$ cat config.mk
export PLATFORM = sky130hd
export DESIGN_NAME = csa_pipe_flat
export DESIGN_NICKNAME = d
export VERILOG_FILES = /design/src/rtl/csa_pipe_if.sv /design/src/rtl/csa_pipe.sv /design/src/flat_wrapper.sv
export SDC_FILE = /design/constraint.sdc
export NUM_CORES = 1
export LEC_CHECK = 0
export CAP_MARGIN = 15
export CORE_ASPECT_RATIO = 0.8
export CORE_MARGIN = 4
export CORE_UTILIZATION = 28
export CTS_BUF_LIST = sky130_fd_sc_hd__clkbuf_8
export DETAILED_ROUTE_END_ITERATION = 16
export SLEW_MARGIN = 10
export SYNTH_ARGS = -nofsm -noshare
export SYNTH_HDL_FRONTEND = slang
export SYNTH_SLANG_ARGS = --single-unit
export TNS_END_PERCENT = 10
$ cat constraint.sdc
create_clock -name clk -period 14 [get_ports clk]
set_input_delay 1.4 -clock clk [delete_from_list [all_inputs] [get_ports clk]]
set_output_delay 1.4 -clock clk [all_outputs]
set_load 0.01 [all_outputs]
$ cat src/rtl/csa_pipe_if.sv
// Operand/result bus for csa_pipe: one operand channel and one result channel.
// Both channels transfer on valid & ready at a rising edge; a valid beat is held until taken.
interface csa_pipe_if #(
  parameter int WIDTH = 32
);
  logic             in_valid;
  logic             in_ready;
  logic [WIDTH-1:0] x;
  logic [WIDTH-1:0] y;
  logic             cin;
  logic             sub;
  logic             out_valid;
  logic             out_ready;
  logic [WIDTH-1:0] sum;
  logic             cout;
  logic             ovf;

  modport master (
    output in_valid, x, y, cin, sub, out_ready,
    input  in_ready, out_valid, sum, cout, ovf
  );

  modport slave (
    input  in_valid, x, y, cin, sub, out_ready,
    output in_ready, out_valid, sum, cout, ovf
  );
endinterface

$ cat src/rtl/csa_pipe.sv
// Two-stage pipelined carry-skip adder/subtractor with valid/ready flow control.
// Define CSA_SAT_EN to saturate the result on signed overflow (flags stay raw).
module csa_pipe #(
  parameter int WIDTH = 32,
  parameter int BLK   = 4
) (
  input  logic       clk,
  input  logic       rst_n,
  csa_pipe_if.slave  bus
);
  localparam int NBLK = WIDTH / BLK;

  if (BLK < 1 || (WIDTH % BLK) != 0) begin : g_bad_cfg
    $error("csa_pipe: WIDTH (%0d) must be a non-zero multiple of BLK (%0d)", WIDTH, BLK);
  end

  // Stage 1 state: propagate/generate terms of the effective add
  logic             s1_v_q;
  logic [WIDTH-1:0] p_q;
  logic [WIDTH-1:0] g_q;
  logic [NBLK-1:0]  bp_q;
  logic             c0_q;
  logic             x_msb_q;
  logic             yy_msb_q;

  // Stage 2 state: registered result
  logic             s2_v_q;
  logic [WIDTH-1:0] sum_q;
  logic             cout_q;
  logic             ovf_q;

  logic             s2_adv;
  logic             s1_adv;
  logic             in_fire;

  logic [WIDTH-1:0] yy_d;
  logic [WIDTH-1:0] p_d;
  logic [WIDTH-1:0] g_d;
  logic [NBLK-1:0]  bp_d;
  logic             c0_d;

  logic [NBLK:0]    blk_c;
  logic [WIDTH-1:0] c_bit;
  logic [WIDTH-1:0] sum_raw;
  logic             cout_raw;
  logic             ovf_raw;
  logic [WIDTH-1:0] sum_d;

  // A full pipe still accepts when the consumer drains the head in the same edge.
  assign s2_adv       = ~s2_v_q | bus.out_ready;
  assign s1_adv       = ~s1_v_q | s2_adv;
  assign bus.in_ready = rst_n & s1_adv;
  assign in_fire      = bus.in_valid & bus.in_ready;

  always_comb begin
    yy_d = bus.sub ? ~bus.y : bus.y;
    c0_d = bus.sub | bus.cin;
    p_d  = bus.x ^ yy_d;
    g_d  = bus.x & yy_d;
    bp_d = '0;
    for (int k = 0; k < NBLK; k++) begin
      bp_d[k] = &p_d[k*BLK +: BLK];
    end
  end

  always_ff @(posedge clk or negedge rst_n) begin
    if (!rst_n) begin
      s1_v_q   <= 1'b0;
      p_q      <= '0;
      g_q      <= '0;
      bp_q     <= '0;
      c0_q     <= 1'b0;
      x_msb_q  <= 1'b0;
      yy_msb_q <= 1'b0;
    end else if (s1_adv) begin
      s1_v_q <= in_fire;
      if (in_fire) begin
        p_q      <= p_d;
        g_q      <= g_d;
        bp_q     <= bp_d;
        c0_q     <= c0_d;
        x_msb_q  <= bus.x[WIDTH-1];
        yy_msb_q <= yy_d[WIDTH-1];
      end
    end
  end

  // Each block ripples internally; a fully propagating block forwards its carry-in directly.
  always_comb begin
    logic rc;
    blk_c    = '0;
    c_bit    = '0;
    blk_c[0] = c0_q;
    for (int k = 0; k < NBLK; k++) begin
      rc = blk_c[k];
      for (int i = 0; i < BLK; i++) begin
        c_bit[k*BLK + i] = rc;
        rc = g_q[k*BLK + i] | (p_q[k*BLK + i] & rc);
      end
      blk_c[k+1] = bp_q[k] ? blk_c[k] : rc;
    end
  end

  assign sum_raw  = p_q ^ c_bit;
  assign cout_raw = blk_c[NBLK];
  assign ovf_raw  = (x_msb_q == yy_msb_q) & (sum_raw[WIDTH-1] != x_msb_q);

`ifdef CSA_SAT_EN
  always_comb begin
    sum_d = sum_raw;
    if (ovf_raw) begin
      sum_d = x_msb_q ? {1'b1, {(WIDTH-1){1'b0}}} : {1'b0, {(WIDTH-1){1'b1}}};
    end
  end
`else
  assign sum_d = sum_raw;
`endif

  always_ff @(posedge clk or negedge rst_n) begin
    if (!rst_n) begin
      s2_v_q <= 1'b0;
      sum_q  <= '0;
      cout_q <= 1'b0;
      ovf_q  <= 1'b0;
    end else if (s2_adv) begin
      s2_v_q <= s1_v_q;
      if (s1_v_q) begin
        sum_q  <= sum_d;
        cout_q <= cout_raw;
        ovf_q  <= ovf_raw;
      end
    end
  end

  assign bus.out_valid = s2_v_q;
  assign bus.sum       = sum_q;
  assign bus.cout      = cout_q;
  assign bus.ovf       = ovf_q;
endmodule
$ cat src/flat_wrapper.sv
// flat-port wrapper written by rule: the top's interface ports become plain ports
module csa_pipe_flat 
#(
  parameter int WIDTH = 32,
  parameter int BLK   = 4
)
  (clk, rst_n, bus_in_valid, bus_x, bus_y, bus_cin, bus_sub, bus_out_ready, bus_in_ready, bus_out_valid, bus_sum, bus_cout, bus_ovf);
  csa_pipe_if #(.WIDTH(WIDTH)) bus_i ();
  input  logic clk;
  input  logic rst_n;
  input wire logic [$bits(bus_i.in_valid)-1:0] bus_in_valid;
  input wire logic [$bits(bus_i.x)-1:0] bus_x;
  input wire logic [$bits(bus_i.y)-1:0] bus_y;
  input wire logic [$bits(bus_i.cin)-1:0] bus_cin;
  input wire logic [$bits(bus_i.sub)-1:0] bus_sub;
  input wire logic [$bits(bus_i.out_ready)-1:0] bus_out_ready;
  output wire logic [$bits(bus_i.in_ready)-1:0] bus_in_ready;
  output wire logic [$bits(bus_i.out_valid)-1:0] bus_out_valid;
  output wire logic [$bits(bus_i.sum)-1:0] bus_sum;
  output wire logic [$bits(bus_i.cout)-1:0] bus_cout;
  output wire logic [$bits(bus_i.ovf)-1:0] bus_ovf;
  assign bus_i.in_valid = bus_in_valid;
  assign bus_i.x = bus_x;
  assign bus_i.y = bus_y;
  assign bus_i.cin = bus_cin;
  assign bus_i.sub = bus_sub;
  assign bus_i.out_ready = bus_out_ready;
  assign bus_in_ready = bus_i.in_ready;
  assign bus_out_valid = bus_i.out_valid;
  assign bus_sum = bus_i.sum;
  assign bus_cout = bus_i.cout;
  assign bus_ovf = bus_i.ovf;
  csa_pipe #(.WIDTH(WIDTH), .BLK(BLK)) u_core (.clk(clk), .rst_n(rst_n), .bus(bus_i));
endmodule
Word-level counts from Yosys, hierarchy flattened
Index checks and enable logic that the tools add are counted.
- register bits: 111
- bits in latches: 0
- memory bits (writable): 0
- memory bits (read-only): 0
- bits of input ports: 70
- word-level logic and storage cells: 108
- memories: 0
- add/sub/neg operators: 0
- multiply operators: 0
- div/mod/pow operators: 0
- order comparisons: 0
- equality and inequality tests: 2
- shifts and indexed selects: 0
- multiplexer cells: 9
- bitwise operators: 76
- reduce and logical (&&, ||, !) cells: 10
- operators by type and width (kind ; number):
    32-bit bitwise XOR ; 2
    1-bit bitwise AND ; 35
    1-bit OR ; 35
    32-bit bitwise AND ; 1
    32-bit 2-to-1 mux ; 1
    32-bit NOT ; 1
    4-bit AND reduction ; 8
    1-bit 2-to-1 mux ; 8
    2-bit AND reduction ; 2
    1-bit NOT ; 2
    1-bit == test ; 1
    1-bit != test ; 1

Logic depth before layout (Yosys ltp)
Gate-level depths: netlist (run 1).
- word-level depth: 72
- gate-level depth with buffers: 79
- mapped depth without buffers: 79

Least setup slack after synthesis (run 1)
No wires, ideal clock.
- kind: register -> register
- start: reg u_core.c0_q
- end: reg u_core.sum_q[31], in the netlist u_core.bus.sum[31]
- library setup time: 0.125 ns
- arrival: 15.224 ns
- setup slack: -1.348 ns
- cell stages (with the launch flop): 78
- path buffers: 0
- period minus slack after synthesis: 15.348 ns
- cell sequence: dfrtp_1 -> ha_1 -> or2_2 -> ha_1 -> or2_2 -> ha_1 -> or2_2 -> ha_1 -> nor3_1 -> a21oi_2 -> ha_1 -> or2_2 -> ha_1 -> or2_2 -> ha_1 -> or2_2 -> ha_1 -> nor3_1 -> [42 not listed] -> or2_2 -> ha_1 -> or2_2 -> ha_1 -> or2_2 -> ha_1 -> nor3_1 -> a21o_1 -> a31oi_1 -> and2_1 -> ha_1 -> or2_2 -> ha_1 -> or2_2 -> ha_1 -> or2_2 -> ha_1 -> mux2_2
- longest elaborated chain between the ends: 70
- RTL lines (item ; line ; source):
    from (decl) ; csa_pipe.sv:22 ; logic c0_q;
    from (signal assigned) ; csa_pipe.sv:72 ; c0_q <= 1'b0;
    from (signal assigned) ; csa_pipe.sv:81 ; c0_q <= c0_d;
    1-bit bitwise AND ; csa_pipe.sv:98 ; rc = g_q[k*BLK + i] | (p_q[k*BLK + i] & rc);
    1-bit OR ; csa_pipe.sv:98 ;
    1-bit bitwise AND ; csa_pipe.sv:98 ;
    1-bit OR ; csa_pipe.sv:98 ;
    1-bit bitwise AND ; csa_pipe.sv:98 ;
    1-bit OR ; csa_pipe.sv:98 ;
    1-bit bitwise AND ; csa_pipe.sv:98 ;
    1-bit OR ; csa_pipe.sv:98 ;
    [55 not listed] ; -- ;
    1-bit bitwise AND * ; csa_pipe.sv:98 ;
    1-bit OR * ; csa_pipe.sv:98 ;
    1-bit bitwise AND * ; csa_pipe.sv:98 ;
    1-bit OR * ; csa_pipe.sv:98 ;
    1-bit bitwise AND * ; csa_pipe.sv:98 ;
    1-bit OR * ; csa_pipe.sv:98 ;
    32-bit bitwise XOR * ; csa_pipe.sv:104 ; assign sum_raw = p_q ^ c_bit;
    net u_core.sum_d[31] ; csa_pipe.sv:47 ; logic [WIDTH-1:0] sum_d;
    to (signal assigned) ; csa_pipe.sv:128 ; sum_q <= sum_d;
    to (decl) ; csa_pipe.sv:28 ; logic [WIDTH-1:0] sum_q;
The timed path passes the listed nets; every way through them passes the cells marked *.
A chain may end at the register's enable or synchronous reset.

Final worst setup path (run 1)
- start: reg u_core.c0_q
- end: reg u_core.ovf_q, in the netlist u_core.bus.ovf
- longest elaborated chain between the ends: 72
- RTL lines (item ; line ; source):
    1-bit bitwise AND ; csa_pipe.sv:98 ;
    1-bit OR ; csa_pipe.sv:98 ;
    1-bit bitwise AND ; csa_pipe.sv:98 ;
    1-bit OR ; csa_pipe.sv:98 ;
    1-bit bitwise AND ; csa_pipe.sv:98 ;
    1-bit OR ; csa_pipe.sv:98 ;
    1-bit bitwise AND ; csa_pipe.sv:98 ;
    1-bit OR ; csa_pipe.sv:98 ;
    [57 not listed] ; -- ;
    1-bit bitwise AND * ; csa_pipe.sv:98 ;
    1-bit OR * ; csa_pipe.sv:98 ;
    1-bit bitwise AND * ; csa_pipe.sv:98 ;
    1-bit OR * ; csa_pipe.sv:98 ;
    32-bit bitwise XOR * ; csa_pipe.sv:104 ;
    net u_core.sum_d[31] ; csa_pipe.sv:47 ;
    1-bit != test * ; csa_pipe.sv:106 ; assign ovf_raw = (x_msb_q == yy_msb_q) & (sum_raw[WIDTH-1] != x_msb_q);
    1-bit bitwise AND * ; csa_pipe.sv:106 ;
    to (signal assigned) ; csa_pipe.sv:130 ; ovf_q <= ovf_raw;
    to (decl) ; csa_pipe.sv:30 ; logic ovf_q;
Marked as above.

==> flow_metrics.py, run 1 <==
metrics = {
    "yosys": {
        "synth_nets": 547,
        "async_flop_share_pct": 100,
        "syn_inst": 413,
        "synth_seq_cells": 111,
        "synth-seq-area-share_pct": 48.4,
        "synth_flop_cell": "dfrtp_1",
        "synth_area_per_cell_um2": 13.9,
        "netlist_area_um2": 5730,
        "synth-edff-count": 0,
        "yosysWarnings": 0,
        "yosysUniqueCellTypes": 31,
    },
    "power": {
        "leakagePower_nw": 3.72,
        "p_comb_share_pct": 47.7,
        "p_int_w": 0.000891,
        "power.share.clock_pct": 14.6,
        "switching_share_pct": 30.6,
        "p_switching_w": 0.000394,
        "worst_ir_drop_vdd_mv": 0.0863,
        "p_per_area_nw_per_um2": 154,
        "pwr-share-seq_pct": 37.7,
    },
    "global_routing": {
        "grt_max_degree": 66,
        "grt_usage_pct": 12.5,
        "antenna_found_initial": 0,
        "grt_pass1_wl_um": 22800,
        "overflow": 0,
        "grt_pass1_vias": 4433,
    },
    "timing": {
        "final.setup.tns_ns": -0.276,
        "finalHoldViolations": 0,
        "setup_viol": 2,
        "max_slew_margin_pct": 28.8,
        "worst_pin_slew_ns": 1.07,
        "postLayoutSetupSlackWorst_ns": -0.143,
        "rsz0062_at_grt": "yes",
        "skew_ns": 0.0116,
        "min_period_ns": 14.14,
        "slew_viol_final": 0,
        "finalCritPeriodShare_pct": 101,
        "fmax_mhz": 70.7,
    },
    "route": {
        "via_count": 3776,
        "drt-vias-per-instance": 4.36,
        "route.detailed.drc": 0,
        "wl_per_cell_um": 15.8,
        "drt_first_iter_violations": 109,
        "drt_first_pass_iters": 4,
        "routed_wl_um": 13700,
        "drtAntennaViolNets": 0,
    },
    "cts": {
        "root_buffer": "clkbuf_8",
        "clk-insertion-delay-late_ns": 0.38,
        "cts_buffers": 9,
        "numClockSinks": 111,
        "clock_path_buffers": 2,
        "cts_tree": "built",
        "htreeDepth": 3,
        "clkTransAtPathRegs_ns": 0.10,
    },
    "die": {
        "die_h_um": 136,
        "core_area_um2": 20000,
        "die-area_um2": 22800,
        "rows": 46,
        "ioPinCount": 106,
        "start_util_pct": 28.7,
        "die_w_um": 168,
    },
    "worst_setup_path": {
        "critical_path_buf_inv_count": 3,
        "r2r_start": "u_core.c0_q$_DFFE_PN0P_",
        "reg2reg_slack_ns": -0.14,
        "crit_family": "simple AND/OR/NAND/NOR gates",
        "worstPathArrival_ns": 14.38,
        "path_common_cell": "ha_4",
        "startpoint_type": "flop",
        "reg2reg_to": "u_core.bus.ovf$_DFFE_PN0P_",
        "crit_type": "reg2reg",
        "r2r_cells": 80,
        "crit_slowest_cell": "dfrtp_1",
        "critPathMaxFanout": 3,
        "cp.required_ns": 14.23,
        "cp-end-kind": "flop",
        "slowest_delay_ns": 0.40,
    },
    "job": {
        "maxCapViolations": 0,
    },
    "min_path": {
        "worstHoldStart": "u_core.bus.sum[26]$_DFFE_PN0P_",
        "hold_path_depth": 1,
        "holdPathEnd": "u_core.bus.sum[26]$_DFFE_PN0P_",
        "hp-class": "reg2reg",
    },
    "place": {
        "place_ws_ns": -0.832,
        "dpl.cell_count": 778,
        "gp_congestion": 0.748,
        "io_buffers": 105,
        "place_area_um2": 7290,
        "hpwl_um": 8990,
    },
    "final_layout": {
        "area_delta_synth_final_pct": 45.6,
        "layout-drive-gt1-share_pct": 46.4,
        "stdcell_count": 867,
        "fin_area_um2": 8350,
        "diodes": 0,
        "layout.area.seq_um2": 2780,
        "fillers": 1813,
        "multi_input_area_um2": 3350,
        "nNetsFinal": 732,
    },
    "outcome": {
        "outcome": "complete, but fails checks",
        "violations": "setup timing",
    },
}
[layer usage]
layer  GRT usage [%]  share of wire, %
met4            3.42               1.2
met2            20.8                47
met5               0                 0
met3            2.99               3.8
met1            16.3                48
[cell usage in the layout (no fill, tap or decap), types with 9 or more instances in the layout]
cell and count:
mux2_2 67, buf_4 85, xor2_1 32, nand2_1 12
or2_4 24, clkdlybuf4s50_1 103, ha_4 26, nand4_1 9
dfrtp_1 111, ha_1 32, clkbuf_8 11, mux2_4 31
[how the worst max path moves through the flow]
stage                                     end  slack, ns                 startpoint  cells past startpoint
6_report           u_core.bus.ovf$_DFFE_PN0P_      -0.14    u_core.c0_q$_DFFE_PN0P_                     80
3_5_place_dp       u_core.bus.ovf$_DFFE_PN0P_      -0.83  u_core.p_q[0]$_DFFE_PN0P_                     79
2_1_floorplan  u_core.bus.sum[31]$_DFFE_PN0P_     0.0001  u_core.p_q[0]$_DFFE_PN0P_                     77
4_1_cts            u_core.bus.ovf$_DFFE_PN0P_      -0.40  u_core.p_q[0]$_DFFE_PN0P_                     88
5_1_grt            u_core.bus.ovf$_DFFE_PN0P_      -0.61    u_core.c0_q$_DFFE_PN0P_                     80
3_3_place_gp       u_core.bus.ovf$_DFFE_PN0P_      -0.64    u_core.c0_q$_DFFE_PN0P_                     79
[final cells by class]
cell class,count,share of cell area (%)
Clock buffer,11,1.81
Timing Repair Buffer,190,20.2
Inverter,4,0.180
Multi-Input combinational cell,282,40.1
Sequential cell,111,33.3
Tap cell,264,3.96
Clock inverter,5,0.495
[power groups by stage]
stage               clock (W)  sequential [W]  combinational (W)
CTS                  0.000202        0.000478           0.000583
floorplan                   0        0.000490           0.000224
finish               0.000188        0.000484           0.000613
detailed placement          0        0.000481           0.000452
global route         0.000213        0.000496           0.000671
global placement            0        0.000476           0.000445
[stage by stage]
stage	utilization (%)	total power, W	hold slack [ns]
after floorplan	-	0.000714	0.457
after global placement	36.5	0.000921	0.477
after detailed placement	36.5	0.000933	0.493
after CTS	40.8	0.00126	0.519
after global routing	41.8	0.00138	0.543
final	41.8	0.00129	0.515
[cells in the mapped netlist, types with 2 or more instances]
cell type | count | area (um2)
a21o_1 | 2 | 15.0
a21oi_1 | 6 | 30.0
a31oi_1 | 2 | 12.5
buf_2 | 5 | 25.0
buf_4 | 5 | 37.5
buf_6 | 2 | 22.5
buf_8 | 3 | 45.0
dfrtp_1 | 111 | 2780
ha_1 | 64 | 801
inv_1 | 4 | 15.0
mux2_2 | 67 | 754
mux2_4 | 31 | 465
nand2_1 | 13 | 48.8
nand2b_1 | 2 | 12.5
nand4_1 | 9 | 56.3
nor2_1 | 2 | 7.51
nor3_1 | 9 | 45.0
o21ai_0 | 9 | 45.0
or2_2 | 24 | 150
xor2_1 | 32 | 280
[logic make-up after synthesis]
| logic type | share of synthesized area, % |
|---|---|
| simple gates | 6.18 |
| buf+inv | 2.60 |
| xor+xnor | 4.89 |
| flops | 48.4 |
| compound gates | 2.66 |
| fa+ha+maj | 14.0 |
| mux | 21.3 |
[sequential cells by signal, summed over array words and instances (netlist names)]
name	count
u_core.bp_q	8
u_core.c0_q	1
u_core.bus.sum	32
u_core.yy_msb_q	1
u_core.bus.cout	1
u_core.bus.ovf	1
u_core.p_q	32
u_core.x_msb_q	1
u_core.s1_v_q	1
u_core.g_q	32
u_core.bus.out_valid	1
[timing repair]
item	CTS	global route
setup endpoints to repair	5	5
hold buffers	0	0
setup buffers	77	5
pin swaps	17	63
resized for setup	17	35
Power figures use the tool's default switching activity.
==> run 2: changes to the inputs <==
PLACE_DENSITY = 0.51   (was not set)
==> flow_metrics.py, run 2 (synthesis gave the netlist of run 1 again) <==
metrics = {
    "outcome": {
        "outcome": "finished clean",
    },
    "global_routing": {
        "antenna_found_initial": 0,
        "overflow": 0,
        "grt_max_degree": 60,
        "grt_pass1_wl_um": 20600,
        "grt_pass1_vias": 3922,
        "grt_usage_pct": 11.3,
    },
    "die": {
        "ioPinCount": 106,
        "start_util_pct": 28.7,
        "rows": 46,
        "die_w_um": 168,
        "die-area_um2": 22800,
        "core_area_um2": 20000,
        "die_h_um": 136,
    },
    "route": {
        "drtAntennaViolNets": 0,
        "wl_per_cell_um": 15.9,
        "drt_first_pass_iters": 4,
        "drt-vias-per-instance": 4.44,
        "via_count": 3584,
        "route.detailed.drc": 0,
        "routed_wl_um": 12800,
        "drt_first_iter_violations": 118,
    },
    "worst_setup_path": {
        "r2r_start": "u_core.c0_q$_DFFE_PN0P_",
        "r2r_cells": 86,
        "crit_family": "simple AND/OR/NAND/NOR gates",
        "startpoint_type": "flop",
        "cp.required_ns": 14.22,
        "critical_path_buf_inv_count": 17,
        "reg2reg_to": "u_core.bus.ovf$_DFFE_PN0P_",
        "slowest_delay_ns": 0.40,
        "reg2reg_slack_ns": 0.31,
        "critPathMaxFanout": 3,
        "path_common_cell": "or2_4",
        "crit_slowest_cell": "dfrtp_1",
        "cp-end-kind": "flop",
        "crit_type": "reg2reg",
        "worstPathArrival_ns": 13.91,
        "crit_start": "u_core.c0_q$_DFFE_PN0P_",
    },
    "timing": {
        "worst_pin_slew_ns": 1.05,
        "rsz0062_at_grt": "yes",
        "fmax_mhz": 73.0,
        "setup_viol": 0,
        "finalHoldViolations": 0,
        "skew_ns": 0.0126,
        "max_slew_margin_pct": 30.2,
        "postLayoutSetupSlackWorst_ns": 0.310,
        "finalCritPeriodShare_pct": 97.8,
        "slew_viol_final": 0,
        "min_period_ns": 13.69,
    },
    "power": {
        "leakagePower_nw": 3.43,
        "worst_ir_drop_vdd_mv": 0.0582,
        "p_per_area_nw_per_um2": 149,
    },
    "final_layout": {
        "final_cell_mix": "dfrtp_1 (111), clkdlybuf4s50_1 (103), mux2_2 (67)",
        "layout-drive-gt1-share_pct": 39.8,
        "fin_util_pct": 39.0,
        "multi_input_area_um2": 3250,
        "fin_area_um2": 7790,
        "final_common_cell": "dfrtp_1",
        "fillers": 1872,
        "area_delta_synth_final_pct": 35.9,
        "layout.area.seq_um2": 2780,
        "nNetsFinal": 673,
        "diodes": 0,
    },
    "cts": {
        "clkTransAtPathRegs_ns": 0.10,
        "htreeDepth": 3,
        "cts_tree": "built",
        "clock_path_buffers": 2,
        "root_buffer": "clkbuf_8",
        "cts_buffers": 9,
        "numClockSinks": 111,
        "clk-insertion-delay-late_ns": 0.37,
    },
    "job": {
        "maxCapViolations": 0,
    },
    "min_path": {
        "holdPathEnd": "u_core.bus.sum[30]$_DFFE_PN0P_",
        "worstHoldStart": "u_core.bus.sum[30]$_DFFE_PN0P_",
        "hp-class": "reg2reg",
        "hold_path_depth": 1,
    },
    "place": {
        "gp_congestion": 0.724,
        "io_buffers": 105,
        "place_area_um2": 7270,
        "place_ws_ns": -0.672,
        "hpwl_um": 8920,
    },
}
## run 2: changes by cell type in the layout (fill, tap and decap cells not counted), sizes merged
cell | previous run | this run
clkbuf | 11 | 12
buf | 87 | 28
clkinv | 2 | 0
## run 2: worst max path at each step
| stage | endpoint | slack, ns | cells past startpoint |
|---|---|---|---|
| 4_1_cts | u_core.bus.ovf$_DFFE_PN0P_ | -0.67 | 79 |
| 3_5_place_dp | u_core.bus.ovf$_DFFE_PN0P_ | -0.67 | 79 |
| 2_1_floorplan | u_core.bus.sum[31]$_DFFE_PN0P_ | 0.0001 | 77 |
| 6_report | u_core.bus.ovf$_DFFE_PN0P_ | 0.31 | 86 |
| 3_3_place_gp | u_core.bus.ovf$_DFFE_PN0P_ | -0.56 | 79 |
| 5_1_grt | u_core.bus.ovf$_DFFE_PN0P_ | -0.15 | 79 |
## run 2: routing by layer
metal / wire [um] / global-route usage, %
met1: 6380 / 15.6
met2: 5770 / 17.7
met3: 557 / 3.02
met4: 131 / 3.11
met5: 0 / 0
## run 2: repair_timing
| item | in CTS | in global routing |
|---|---|---|
| pin swaps | 0 | 39 |
| gates resized for setup | 3 | 35 |
| buffers inserted | 17 | 1 |
| hold buffers | 0 | 0 |
| setup endpoints to repair | 4 | 6 |
## run 2: area by class of cell
class,instances,area share [%]
well taps,264,4.24
repair buffers,131,15.9
clock buffers,12,2.12
multi-input cells,282,41.7
inverters,4,0.193
clock inverters,3,0.241
flip-flops and latches,111,35.7
## run 2: worst register-to-register path, delay by kind of cell (launching register included)
family,cells,cell delay (ns)
simple gates,29,5.90
fa+ha+maj,28,4.64
buf+inv,17,1.56
compound gates,12,1.06
flops,1,0.40
## run 2: where the power goes
group	total [W]	leakage, nW	switching [W]	internal [W]
registers	0.000480	1.36	0.0000663	0.000414
clock network	0.000182	0.0919	0.000104	0.0000779
logic	0.000499	1.98	0.000180	0.000320
total	0.00116	3.43	0.000350	0.000812
## run 2: stage by stage
stage / TNS, ns / total power [W] / hold WS (ns) / cells
detailed placement: -2.16 / 0.000930 / 0.489 / 776
global placement: -1.74 / 0.000922 / 0.482 / 776
finish: 0 / 0.00116 / 0.513 / 807
floorplan: 0 / 0.000714 / 0.457 / 413
CTS: -2.15 / 0.00115 / 0.518 / 808
global route: -0.216 / 0.00125 / 0.527 / 807
